[src/rtl/video_timing_gen.sv]
// video_timing_gen: parametrised raster timing generator.
//
// Produces the horizontal/vertical position, sync strobes, visible/blank
// and VRAM-writable flags, a pixel-enable divider, registered line/frame/
// vblank event pulses and a completed-frame counter.
//
// Ports:
//   clk_12_5875     in   system/pixel clock
//   rst             in   synchronous, active-high reset
//   en_i            in   advance enable; 0 freezes all timing state
//   hsync_o         out  horizontal sync, active level HSYNC_POL
//   vsync_o         out  vertical sync, active level VSYNC_POL
//   hcounter_o      out  current pixel column
//   vcounter_o      out  current line
//   visible_o       out  inside the active picture
//   hblank_o        out  outside the active columns
//   vblank_o        out  outside the active lines
//   writable_o      out  VRAM writable window (same as vblank_o)
//   pix_en_o        out  last clock of the current pixel period
//   line_start_o    out  one-clock pulse on the first clock of column 0
//   frame_start_o   out  one-clock pulse on the first clock of (0,0) after a wrap
//   vblank_start_o  out  one-clock pulse on the first clock of line V_VISIBLE
//   frame_count_o   out  completed-frame count (wraps at 2^FRAME_W)
module video_timing_gen #(
  parameter int unsigned H_VISIBLE = 320,
  parameter int unsigned H_FRONT   = 8,
  parameter int unsigned H_SYNC    = 48,
  parameter int unsigned H_BACK    = 24,
  parameter int unsigned V_VISIBLE = 480,
  parameter int unsigned V_FRONT   = 10,
  parameter int unsigned V_SYNC    = 2,
  parameter int unsigned V_BACK    = 33,
  parameter bit          HSYNC_POL = 1'b0,
  parameter bit          VSYNC_POL = 1'b0,
  parameter int unsigned PIX_DIV   = 1,
  parameter int unsigned CNT_W     = 10,
  parameter int unsigned FRAME_W   = 8
) (
  input  logic               clk_12_5875,
  input  logic               rst,
  input  logic               en_i,
  output logic               hsync_o,
  output logic               vsync_o,
  output logic [CNT_W-1:0]   hcounter_o,
  output logic [CNT_W-1:0]   vcounter_o,
  output logic               visible_o,
  output logic               hblank_o,
  output logic               vblank_o,
  output logic               writable_o,
  output logic               pix_en_o,
  output logic               line_start_o,
  output logic               frame_start_o,
  output logic               vblank_start_o,
  output logic [FRAME_W-1:0] frame_count_o
);

  localparam int unsigned H_TOTAL  = H_VISIBLE + H_FRONT + H_SYNC + H_BACK;
  localparam int unsigned V_TOTAL  = V_VISIBLE + V_FRONT + V_SYNC + V_BACK;
  localparam int unsigned HS_START = H_VISIBLE + H_FRONT;
  localparam int unsigned HS_END   = HS_START + H_SYNC;
  localparam int unsigned VS_START = V_VISIBLE + V_FRONT;
  localparam int unsigned VS_END   = VS_START + V_SYNC;
  localparam int unsigned DIV_W    = (PIX_DIV > 1) ? $clog2(PIX_DIV) : 1;

  localparam logic [CNT_W-1:0] H_LAST     = CNT_W'(H_TOTAL - 1);
  localparam logic [CNT_W-1:0] V_LAST     = CNT_W'(V_TOTAL - 1);
  localparam logic [CNT_W-1:0] V_VIS_LAST = CNT_W'(V_VISIBLE - 1);
  localparam logic [DIV_W-1:0] DIV_LAST   = DIV_W'(PIX_DIV - 1);

  // Elaboration-time sanity checks on the geometry.
  if (H_TOTAL > (32'd1 << CNT_W)) begin : g_chk_h_total
    $error("video_timing_gen: H_TOTAL does not fit in CNT_W bits");
  end
  if (V_TOTAL > (32'd1 << CNT_W)) begin : g_chk_v_total
    $error("video_timing_gen: V_TOTAL does not fit in CNT_W bits");
  end
  if (PIX_DIV < 1) begin : g_chk_pix_div
    $error("video_timing_gen: PIX_DIV must be at least 1");
  end

  logic [DIV_W-1:0]   r_div;
  logic [CNT_W-1:0]   r_h;
  logic [CNT_W-1:0]   r_v;
  logic [FRAME_W-1:0] r_frame_cnt;
  logic               r_line_start;
  logic               r_frame_start;
  logic               r_vblank_start;

  logic w_adv;
  logic w_h_last;
  logic w_v_last;
  logic w_v_vis_last;
  logic w_hvis;
  logic w_vvis;
  logic w_hsync_act;
  logic w_vsync_act;

  // Position advances on the last clock of each pixel period.
  assign w_adv        = en_i & (r_div == DIV_LAST) & ~rst;
  assign w_h_last     = (r_h == H_LAST);
  assign w_v_last     = (r_v == V_LAST);
  assign w_v_vis_last = (r_v == V_VIS_LAST);

  // Region decode straight from the counters; reset masks everything.
  assign w_hvis      = ~rst & (32'(r_h) < H_VISIBLE);
  assign w_vvis      = ~rst & (32'(r_v) < V_VISIBLE);
  assign w_hsync_act = ~rst & (32'(r_h) >= HS_START) & (32'(r_h) < HS_END);
  assign w_vsync_act = ~rst & (32'(r_v) >= VS_START) & (32'(r_v) < VS_END);

  // Divider, raster position, event pulses and frame counter.
  always_ff @(posedge clk_12_5875) begin
    if (rst) begin
      r_div          <= '0;
      r_h            <= '0;
      r_v            <= '0;
      r_frame_cnt    <= '0;
      r_line_start   <= 1'b0;
      r_frame_start  <= 1'b0;
      r_vblank_start <= 1'b0;
    end else begin
      if (en_i) begin
        r_div <= (r_div == DIV_LAST) ? '0 : r_div + 1'b1;
      end
      if (w_adv) begin
        r_h <= w_h_last ? '0 : r_h + 1'b1;
        if (w_h_last) begin
          r_v <= w_v_last ? '0 : r_v + 1'b1;
        end
      end
      // Pulses line up with the counter value they announce.
      r_line_start   <= w_adv & w_h_last;
      r_frame_start  <= w_adv & w_h_last & w_v_last;
      r_vblank_start <= w_adv & w_h_last & w_v_vis_last;
      if (w_adv & w_h_last & w_v_last) begin
        r_frame_cnt <= r_frame_cnt + 1'b1;
      end
    end
  end

  assign hsync_o        = w_hsync_act ? HSYNC_POL : ~HSYNC_POL;
  assign vsync_o        = w_vsync_act ? VSYNC_POL : ~VSYNC_POL;
  assign hcounter_o     = r_h;
  assign vcounter_o     = r_v;
  assign visible_o      = w_hvis & w_vvis;
  assign hblank_o       = ~w_hvis;
  assign vblank_o       = ~w_vvis;
  assign writable_o     = ~w_vvis;
  assign pix_en_o       = w_adv;
  assign line_start_o   = r_line_start;
  assign frame_start_o  = r_frame_start;
  assign vblank_start_o = r_vblank_start;
  assign frame_count_o  = r_frame_cnt;

endmodule

[config.mk]
export PLATFORM = sky130hd
export DESIGN_NAME = video_timing_gen
export DESIGN_NICKNAME = d
export VERILOG_FILES = /design/src/rtl/video_timing_gen.sv
export SDC_FILE = /design/constraint.sdc
export NUM_CORES = 1
export LEC_CHECK = 0
export BUFFER_PORTS_ARGS = -buffer_cell sky130_fd_sc_hd__buf_4
export CORE_UTILIZATION = 31
export CTS_BUF_LIST = sky130_fd_sc_hd__clkbuf_16
export CTS_CLUSTER_SIZE = 20
export DETAILED_ROUTE_END_ITERATION = 8
export PLACE_DENSITY = 0.61
export SLEW_MARGIN = 5
export SYNTH_ARGS = -nofsm -noshare
export SYNTH_HDL_FRONTEND = slang
export SYNTH_SLANG_ARGS = --single-unit
[constraint.sdc]
create_clock -name clk_12_5875 -period 2.8 [get_ports clk_12_5875]
set_input_delay 0.14 -clock clk_12_5875 [delete_from_list [all_inputs] [get_ports clk_12_5875]]
set_output_delay 0.14 -clock clk_12_5875 [all_outputs]
set_load 0.05 [all_outputs]
==> reports/qor.yml, run 1 <==
global_route:
  grt_pass1_wl_um: 6090
  grt_pass1_vias: 1270
  gr-max-usage-layer: "met2"
  met2_usage: 0.217
  globalRouteMet1Util: 0.203
  grt_overflow: 0
  globalRouteTotalUtil: 0.152
  grt_start_max_net_pins: 35
  antenna_found_initial: 0
  grt.met3_usage: 0.0583
layout:
  fin_nets: 226
  final_cell_mix: "buf_4 (41), dfxtp_1 (31), a21oi_1 (17)"
  final_cell_area_um2: 2010
  diodes: 0
  final_common_cell: "buf_4"
  area_growth_pct: 30.4
  layout-drive-gt1-share: 0.214
detailed_routing:
  drtAntennaViolNets: 0
  drtPass1Iterations: 4
  drc_errors: 0
  post_drt_via_cell_ratio: 5.07
  vias: 1456
  drtIter0Drc: 100
  avgRoutedWirePerCell_um: 12.7
  drt_wl_total_um: 3650
floorplan:
  rows: 25
  io_pins: 41
  start_util: 0.323
  die_y_um: 72.4
  core-area_um2: 4750
  dieWidth_um: 72.4
  die-area_um2: 5250
synth:
  avgSynthCellArea_um2: 8.40
  syn_area_um2: 1540
  ys_types: 34
  ys_seq_area_frac: 0.404
  syn_nets: 190
  ys_warn_count: 0
  ys_ff_latch: 31
  syn_inst: 183
setup_path:
  crit_path_frequent_cell: "or3_1"
  slowest_delay_ns: 0.57
  crit_arrival_ns: 2.32
  crit_family: "simple AND/OR/NAND/NOR gates"
  r2r-start: "vcounter_o[4]$_SDFFE_PP0P_"
  cp_cell_sequence: "or3_1, or3_1, or4_1, a21oi_1"
  worstPathRequired_ns: 3.01
  r2r_end: "frame_count_o[4]$_SDFFE_PP0P_"
  reg2reg_depth: 4
  cp_max_fo: 17
  crit_slowest_cell: "or4_1"
  worstPathBufferInverterCount: 0
  path_class: "reg2reg"
  r2r_slack_ns: 0.69
  startpoint_type: "flop"
  crit_path_end_kind: "flop"
sta:
  max_freq_mhz: 473
  tightestPinTransition_ns: 0.471
  finalHoldViolations: 0
  rsz0062_at_grt: "no"
  fin_tns_setup_ns: 0
  setup_viol: 0
  slew_headroom: 0.686
  final.setup_skew_ns: 0.00231
  drv_slew: 0
  period_minus_slack_ns: 2.11
  period_share: 0.755
hold_path:
  hold_depth: 3
  min_from: "en_i"
  hold_path_class: "in2reg"
  whs_endpoint: "hcounter_o[1]$_SDFFE_PP0P_"
clock_tree:
  clock_sinks: 31
  cts_buffers: 5
  cts_setup_buffers: 0
  clk_latency_ns: 0.27
  clock_path_buffers: 2
  clkTransAtPathRegs_ns: 0.05
  htree_num_levels: 2
  cts_root_buf: "clkbuf_16"
  cts_tree: "done"
  hold_buffers: 0
  cts_resized: 0
power:
  powerDensity_nw_per_um2: 499
  leakage_nw: 0.778
  irDropWorstVdd_v: 0.000309
run:
  maxCapViolCount: 0
run_status:
  status: "finished clean"
placed_design:
  globalplace.congestion: 0.799
  io_buffer_count: 40
  dp_hpwl_um: 2440
  postPlaceCellArea_um2: 1870
state kept, by name, indices dropped and copies added, names as in the netlist:
signal / cells
line_start_o: 1
frame_count_o: 8
frame_start_o: 1
vcounter_o: 10
vblank_start_o: 1
hcounter_o: 10
final cells by class:
cell class / count / area, um^2
tap: 67 / 83.8
sequential: 31 / 621
multi-input combinational: 135 / 838
clock buffer: 5 / 125
inverter: 5 / 18.8
timing repair buffer: 41 / 308
clock inverter: 3 / 11.3
fill: 512 / 2750
worst min-delay path, stage by stage:
cell      delay, ns
buf_4          0.12
nand2b_1       0.10
a21oi_1        0.05
cell usage after synthesis (all sizes together):
master   instances  area share
clkbuf           7       0.018
nor4             2      0.0081
and4             1      0.0057
nand2b           1      0.0041
nand4b           2       0.011
nor2b            1      0.0041
a21o             1      0.0049
a21oi           17       0.055
and3             5       0.020
or4              8       0.039
a31o             1      0.0057
nand3b           1      0.0049
nor4b            2       0.011
o21ai           10       0.033
inv              5       0.012
nand4bb          1      0.0073
nor2            13       0.032
ha               4       0.033
nand4            8       0.033
nor3             1      0.0033
o31ai            8       0.039
nand3           12       0.039
and2             5       0.020
xnor2            2       0.011
or3             12       0.049
nand2            8       0.020
and4b            1      0.0065
buf              5       0.021
dfxtp           31        0.40
xor2             8       0.046
logic make-up after synthesis:
kind of cell	Yosys count	synth area share
simple gates	84	0.318
compound gates	37	0.138
flops	31	0.404
buf+inv	17	0.0513
xor+xnor	10	0.0570
fa+ha+maj	4	0.0325
through the flow:
step	std cells	util	setup slack (ns)	total power [mW]	hold slack (ns)
4_1_cts	287	0.422	0.692	1.01	0.179
5_1_grt	287	0.422	0.570	1.04	0.185
3_5_place_dp	279	0.393	0.709	0.510	0.464
6_report	287	0.422	0.685	1.00	0.183
3_3_place_gp	279	0.393	0.739	0.510	0.463
2_1_floorplan	183	-	0.563	0.494	0.304
layer usage:
layer	vias up	part of all wire
met4	0	0.018
met5	-	0
met2	30	0.44
met3	5	0.050
li1	747	-
met1	674	0.50
power breakdown:
group	total [mW]	internal, mW	leakage [nW]	switching (mW)
registers	0.447	0.444	0.250	0.00268
clock network	0.499	0.319	0.0701	0.180
logic	0.0539	0.0154	0.458	0.0384
total	1.00	0.779	0.778	0.221
worst max-delay path by stage:
stage	startpoint	end	slack, ns	depth (start not counted)
floorplan	vcounter_o[8]$_SDFFE_PP0P_	visible_o	0.56	3
global placement	vcounter_o[4]$_SDFFE_PP0P_	frame_count_o[5]$_SDFFE_PP0P_	0.74	4
detailed placement	vcounter_o[4]$_SDFFE_PP0P_	frame_count_o[4]$_SDFFE_PP0P_	0.71	4
CTS	vcounter_o[4]$_SDFFE_PP0P_	frame_count_o[4]$_SDFFE_PP0P_	0.69	4
global route	vcounter_o[4]$_SDFFE_PP0P_	frame_count_o[5]$_SDFFE_PP0P_	0.57	4
finish	vcounter_o[4]$_SDFFE_PP0P_	frame_count_o[4]$_SDFFE_PP0P_	0.69	4
No activity file was read; power rests on OpenSTA's default activity.
==> run 2, diff against run 1 <==
--- a/config.mk
+++ b/config.mk
@@ -5,12 +5,13 @@
 export SDC_FILE = /design/constraint.sdc
 export NUM_CORES = 1
 export LEC_CHECK = 0
+export ABC_AREA = 1
 export BUFFER_PORTS_ARGS = -buffer_cell sky130_fd_sc_hd__buf_4
 export CORE_UTILIZATION = 31
 export CTS_BUF_LIST = sky130_fd_sc_hd__clkbuf_16
 export CTS_CLUSTER_SIZE = 20
 export DETAILED_ROUTE_END_ITERATION = 8
-export PLACE_DENSITY = 0.61
+export PLACE_DENSITY = 0.6
 export SLEW_MARGIN = 5
 export SYNTH_ARGS = -nofsm -noshare
 export SYNTH_HDL_FRONTEND = slang
==> constraint.sdc (replaced) <==
create_clock -name clk_12_5875 -period 2.11 [get_ports clk_12_5875]
set_input_delay 0.1055 -clock clk_12_5875 [delete_from_list [all_inputs] [get_ports clk_12_5875]]
set_output_delay 0.1055 -clock clk_12_5875 [all_outputs]
set_load 0.05 [all_outputs]
==> run 2 against run 1 <==
Final area rose by 11%. Final cell count is 29% higher. Die area rose by 13%. Worst hold slack worse by 0.036 ns. Clock skew rose by 0.0036 ns. Non-clock buffer count down 1. Combinational power grew 38%. Via count up 19%. Worst setup slack got worse by 0.26 ns.
==> reports/qor.yml, run 2 <==
clock_tree:
  cts_setup_buffers: 0  # unchanged
  clock_sinks: 31  # unchanged
  cts_resized: 0  # unchanged
  clk_latency_ns: 0.27  # about the same
  clkTransAtPathRegs_ns: 0.05  # about the same
  cts_root_buf: "clkbuf_16"
  cts_buffers: 5  # unchanged
  cts_tree: "done"
  hold_buffers: 0  # unchanged
  htree_num_levels: 2  # unchanged
  clock_path_buffers: 2  # unchanged
layout:
  num-fill-cells: 557  # +8.8%
  layout-drive-gt1-share: 0.213  # -0.000303
  final_common_cell: "nand2_1"
  final_cells: 370  # +29%
  final_cell_mix: "nand2_1 (50), nor2_1 (41), buf_4 (40)"
  post-route-util: 0.424  # +0.00242
  diodes: 0  # unchanged
  fin_nets: 308  # +36%
  area_growth_pct: 28.6
setup_path:
  crit_path_end_kind: "flop"
  slowest_delay_ns: 0.38  # -0.19 ns
  startpoint_type: "flop"
  cp_cell_sequence: "ha_1, nand3_2, nor2_2, nand3_4, nor2_4, nor2_1, inv_1, a21oi_1"
  worstPathBufferInverterCount: 1  # +1
  path_class: "reg2reg"
  crit_family: "simple AND/OR/NAND/NOR gates"
  crit_arrival_ns: 1.85  # -0.47 ns
  crit_path_start: "hcounter_o[0]$_SDFFE_PP0P_"
  cp_max_fo: 11  # -6
  worstPathRequired_ns: 2.27  # -0.74 ns
  crit_slowest_cell: "dfxtp_1"
  r2r-start: "hcounter_o[0]$_SDFFE_PP0P_"
global_route:
  grt_pass1_wl_um: 7530  # +24%
  grt_pass1_vias: 1587  # +25%
  antenna_found_initial: 0  # unchanged
  grt_overflow: 0  # unchanged
  grt_start_max_net_pins: 14  # -60%
  globalRouteTotalUtil: 0.164  # +0.0118
power:
  clock_power_share: 0.494  # -0.005
  combPwrFrac: 0.057  # +0.003
  p_sw_frac: 0.220  # -0.00132
  p_switching_uw: 290  # +31%
  powerDensity_nw_per_um2: 589  # +18%
  irDropWorstVdd_v: 0.000257  # -17%
  share_seq_of_total_power: 0.450  # +0.003
  p_int_mw: 1.03  # +32%
  leakage_nw: 0.970  # +25%
sta:
  rsz0062_at_grt: "no"
  setup_viol: 0  # unchanged
  final.setup_skew_ns: 0.00595  # +0.00363 ns
  fin_ws_ns: 0.421  # -0.264 ns
  period_minus_slack_ns: 1.69  # -0.426 ns
  max_freq_mhz: 592  # +25%
  drv_slew: 0  # unchanged
  period_share: 0.801  # +0.0453
  slew_headroom: 0.695  # +0.00919
  fin_tns_setup_ns: 0  # unchanged
  tightestPinTransition_ns: 0.454  # -0.0173 ns
  finalHoldViolations: 0  # unchanged
synth:
  syn_inst: 257  # +40%
  ys_types: 31  # -8.8%
  avgSynthCellArea_um2: 6.77  # -19%
  syn_nets: 264  # +39%
  synth-main-ff-cell: "dfxtp_1"
  ys_seq_area_frac: 0.357  # -0.0467
  ys_top_cells_by_area: "dfxtp_1 (36%), nand2_1 (11%), nor2_1 (9.1%)"
  ys_ff_latch: 31  # unchanged
  synth_edf_count: 0  # unchanged
  synth-async-reset-ratio: 0  # unchanged
  synth_top_cell_by_area: "dfxtp_1"
  synth_common_cells: "nand2_1 (50), nor2_1 (42), inv_1 (35), dfxtp_1 (31), nand3_1 (27)"
  syn_area_um2: 1740  # +13%
  synthMostInstantiatedCell: "nand2_1"
  netlist.area_leader.share: 0.357  # -0.0467
  ys_warn_count: 0  # unchanged
detailed_routing:
  drtPass1Iterations: 4  # unchanged
  drt_wl_total_um: 4360  # +20%
  vias: 1736  # +19%
  drtIter0Drc: 95  # -5.0%
  drc_errors: 0  # unchanged
  post_drt_via_cell_ratio: 4.69  # -7.5%
  avgRoutedWirePerCell_um: 11.8  # -7.3%
  drtAntennaViolNets: 0  # unchanged
floorplan:
  io_pins: 41  # unchanged
  core-area_um2: 5270  # +11%
  start_util: 0.330  # +0.00659
  rows: 26  # +4.0%
  dieWidth_um: 76.9  # +6.2%
  die-area_um2: 5910  # +13%
  die_y_um: 76.9  # +6.2%
run:
  maxCapViolCount: 0  # unchanged
hold_path:
  hold_path_class: "in2reg"
  min_from: "rst"
placed_design:
  globalplace.congestion: 0.850  # +6.3%
  dp_hpwl_um: 3330  # +37%
  io_buffer_count: 40  # unchanged
  dp_slack_ns: 0.446  # -0.263 ns
  dp.cells: 364  # +30%
run_status:
  status: "finished clean"
[run 2: cell type report]
cell class	count	area (um^2)	area share
Clock buffer	5	125	0.0560
Sequential cell	31	621	0.278
Multi-Input combinational cell	184	950	0.425
Tap cell	70	87.6	0.0392
Inverter	39	149	0.0666
Clock inverter	1	3.75	0.00168
Timing Repair Buffer	40	300	0.134
[run 2: final timing paths]
| kind | cells past startpoint | slack (ns) | to |
|---|---|---|---|
| min | 2 | 0.15 | hcounter_o[1]$_SDFFE_PP0P_ |
| min reg2reg | 2 | 0.50 | hcounter_o[1]$_SDFFE_PP0P_ |
| max reg2reg | 8 | 0.42 | vcounter_o[9]$_SDFFE_PP0P_ |
| max | 8 | 0.42 | vcounter_o[9]$_SDFFE_PP0P_ |
[run 2: per-layer routing]
metal / up-vias / global-route usage / share of wire / wire (um)
met5: - / 0 / 0 / 0
met4: 0 / 0.0712 / 0.021 / 93
met3: 9 / 0.0500 / 0.065 / 285
met2: 44 / 0.246 / 0.43 / 1870
met1: 771 / 0.214 / 0.48 / 2110
li1: 912 / - / - / -
[run 2: cells by family after synthesis]
family,count (synthesis),synth area share
XOR/XNOR,7,0.0353
AO/OA/AOI/OAI,20,0.0604
flip-flops,31,0.357
adder cells (fa/ha/maj),4,0.0288
buffers and inverters,42,0.0986
AND/OR/NAND/NOR,153,0.420
[run 2: stage by stage]
stage / area, um^2 / power [mW] / hold WS [ns]
3_3_place_gp: 2110 / 0.678 / 0.430
4_1_cts: 2240 / 1.33 / 0.144
5_1_grt: 2240 / 1.36 / 0.172
3_5_place_dp: 2110 / 0.678 / 0.428
2_1_floorplan: 1740 / 0.655 / 0.275
6_report: 2240 / 1.32 / 0.147
[run 2: power by group through the flow]
stage	combinational [mW]	clock (mW)	sequential [mW]
after detailed placement	0.0748	0	0.604
after global placement	0.0745	0	0.603
after CTS	0.0750	0.666	0.592
after global routing	0.0797	0.689	0.592
after floorplan	0.0432	0	0.612
final	0.0744	0.649	0.592
==> run 3, diff against run 2 <==
==> constraint.sdc (replaced) <==
create_clock -name clk_12_5875 -period 1.6 [get_ports clk_12_5875]
set_input_delay 0.08 -clock clk_12_5875 [delete_from_list [all_inputs] [get_ports clk_12_5875]]
set_output_delay 0.08 -clock clk_12_5875 [all_outputs]
set_load 0.05 [all_outputs]
==> run 3 against run 2 <==
Largest power group unchanged. Core utilization grew 4.2 points. Via count grew 4.1%. Critical endpoint is now hcounter_o[2]$_SDFFE_PP0P_. Die area is the same. Routed wire length up 3.0%. Maximum frequency increased by 12%. Power is 33% higher. Sequential share of layout area fell by 0.53 points. Critical path type unchanged. Highest routed layer unchanged. Clock skew is 0.00057 ns lower. Sequential power rose by 30%. Register-to-register slack lost 0.33 ns.
==> reports/qor.yml, run 3 (synthesis results as in run 2) <==
sta:
  setup_viol: 0  # unchanged
  period_minus_slack_ns: 1.51  # -0.182 ns
  drv_slew: 0  # unchanged
  max_freq_mhz: 664  # +12%
  tightestPinTransition_ns: 0.285  # -0.169 ns
  final.setup_skew_ns: 0.00538  # -0.000566 ns
  slew_headroom: 0.809  # +0.114
  finalHoldViolations: 0  # unchanged
  rsz0062_at_grt: "no"
  period_share: 0.942  # +0.141
placed_design:
  io_buffer_count: 40  # unchanged
  dp_hpwl_um: 3450  # +3.6%
  postPlaceCellArea_um2: 2260  # +7.4%
  dp.cells: 373  # +2.5%
  globalplace.congestion: 0.850  # about the same
layout:
  area_growth_pct: 41.4
  diodes: 0  # unchanged
  final_cell_mix: "buf_4 (51), nand2_1 (48), nor2_1 (39)"
  fin_nets: 320  # +3.9%
  final_cells: 384  # +3.8%
  layout-drive-gt1-share: 0.328  # +0.115
  final_cell_area_um2: 2460  # +10%
  final_common_cell: "buf_4"
power:
  fin_total_pwr_mw: 1.75  # +33%
  irDropWorstVdd_v: 0.000487  # +89%
  share_seq_of_total_power: 0.438  # -0.012
  combPwrFrac: 0.061  # +0.004
  clock_power_share: 0.501  # +0.007
  p_int_mw: 1.35  # +32%
  p_switching_uw: 399  # +38%
  p_sw_frac: 0.228  # +0.00749
  leakage_nw: 1.09  # +12%
  powerDensity_nw_per_um2: 713  # +21%
clock_tree:
  clock_path_buffers: 2  # unchanged
  cts_tree: "done"
  clk_latency_ns: 0.27  # about the same
  hold_buffers: 0  # unchanged
  clock_sinks: 31  # unchanged
  cts_buffers: 5  # unchanged
  clkTransAtPathRegs_ns: 0.05  # about the same
  cts_root_buf: "clkbuf_16"
  htree_num_levels: 2  # unchanged
setup_path:
  crit_arrival_ns: 1.67  # -0.18 ns
  path_class: "reg2reg"
  cp_cell_sequence: "inv_2, nand2_1, nor2_1, nand3_4, buf_4, nand2_1, buf_4, nor2_1"
  cp_max_fo: 7  # -4
  crit_slowest_cell: "dfxtp_2"
  r2r_end: "hcounter_o[2]$_SDFFE_PP0P_"
  crit_path_end_kind: "flop"
  worstPathRequired_ns: 1.76  # -0.51 ns
  startpoint_type: "flop"
  reg2reg_depth: 8  # unchanged
  r2r-start: "hcounter_o[4]$_SDFFE_PP0P_"
  slowest_delay_ns: 0.35  # -0.03 ns
  r2r_slack_ns: 0.09  # -0.33 ns
hold_path:
  min_from: "rst"
  hold_path_class: "in2reg"
  whs_endpoint: "frame_count_o[6]$_SDFFE_PP0P_"
  hold_depth: 4  # +2
floorplan:
  start_util: 0.330  # unchanged
  io_pins: 41  # unchanged
  die_y_um: 76.9  # unchanged
  rows: 26  # unchanged
  die-area_um2: 5910  # unchanged
  dieWidth_um: 76.9  # unchanged
  core-area_um2: 5270  # unchanged
run_status:
  status: "finished clean"
global_route:
  antenna_found_initial: 0  # unchanged
  grt_start_max_net_pins: 13  # -1
  grt_pass1_vias: 1582  # -0.32%
  grt_pass1_wl_um: 7470  # -0.82%
  grt_overflow: 0  # unchanged
  globalRouteTotalUtil: 0.160  # -0.00415
detailed_routing:
  drtPass1Iterations: 4  # unchanged
  drtIter0Drc: 110  # +16%
  post_drt_via_cell_ratio: 4.71  # +0.35%
  drt_wl_total_um: 4490  # +3.0%
  avgRoutedWirePerCell_um: 11.7  # -0.77%
  vias: 1808  # +4.1%
  drc_errors: 0  # unchanged
  drtAntennaViolNets: 0  # unchanged
run:
  maxCapViolCount: 0  # unchanged
==> run 3: cell types whose count changed in the layout (fill, tap and decap cells not counted), moves of 2 or more <==
cell,change
nand2_1,-2
dfxtp_4,+10
nand2_4,+2
dfxtp_2,+9
nor2_1,-2
buf_4,+11
nor2_4,+3
dfxtp_1,-19
==> run 3: how the worst max path moves through the flow <==
stage | endpoint | depth (start not counted) | start | slack, ns
floorplan | visible_o | 4 | vcounter_o[8]$_SDFFE_PP0P_ | -0.05
global placement | vcounter_o[9]$_SDFFE_PP0P_ | 9 | vcounter_o[0]$_SDFFE_PP0P_ | 0.09
detailed placement | frame_count_o[0]$_SDFFE_PP0P_ | 8 | hcounter_o[0]$_SDFFE_PP0P_ | 0.07
CTS | frame_count_o[0]$_SDFFE_PP0P_ | 8 | hcounter_o[0]$_SDFFE_PP0P_ | 0.05
global route | frame_count_o[3]$_SDFFE_PP0P_ | 9 | hcounter_o[5]$_SDFFE_PP0P_ | 0.003
finish | hcounter_o[2]$_SDFFE_PP0P_ | 8 | hcounter_o[4]$_SDFFE_PP0P_ | 0.09
==> run 3: per-stage QoR <==
step,worst slack [ns],hold WS [ns],utilization,TNS [ns]
CTS,0.0538,0.121,0.456,0
finish,0.0931,0.122,0.467,0
global route,0.00294,0.130,0.467,0
global placement,0.0906,0.403,0.429,0
detailed placement,0.0694,0.407,0.429,0
floorplan,-0.0501,0.250,-,-0.0501
==> run 3: per-layer routing <==
layer | vias to the layer above | part of all wire | global-route usage
met4 | 0 | 0.014 | 0.0635
met5 | - | 0 | 0
met1 | 819 | 0.51 | 0.223
met3 | 5 | 0.047 | 0.0381
li1 | 942 | - | -
met2 | 42 | 0.43 | 0.233
==> run 3: what timing repair did <==
action / in CTS / in global routing
gates resized for setup: 0 / 6
endpoints found under the setup margin: 0 / 8
setup buffers: 0 / 3
==> run 3: power groups by stage <==
stage	logic (mW)	registers, mW	clock network [mW]
global placement	0.106	0.781	0
global route	0.113	0.767	0.949
finish	0.107	0.767	0.879
detailed placement	0.106	0.781	0
CTS	0.106	0.765	0.896
floorplan	0.0595	0.793	0
==> run 3: worst max-delay path, delay by kind of cell, from the launching register on <==
kind          cells  cell delay, ns
flops             1            0.35
simple gates      5            0.62
buf+inv           3            0.42
==> run 3: area by class of cell <==
cell class | count | area, um^2
clock inverters | 3 | 12.5
multi-input cells | 184 | 1010
fillers | 531 | 2810
well taps | 70 | 87.6
clock buffers | 5 | 125
repair buffers | 52 | 403
inverters | 39 | 149
flip-flops and latches | 31 | 669
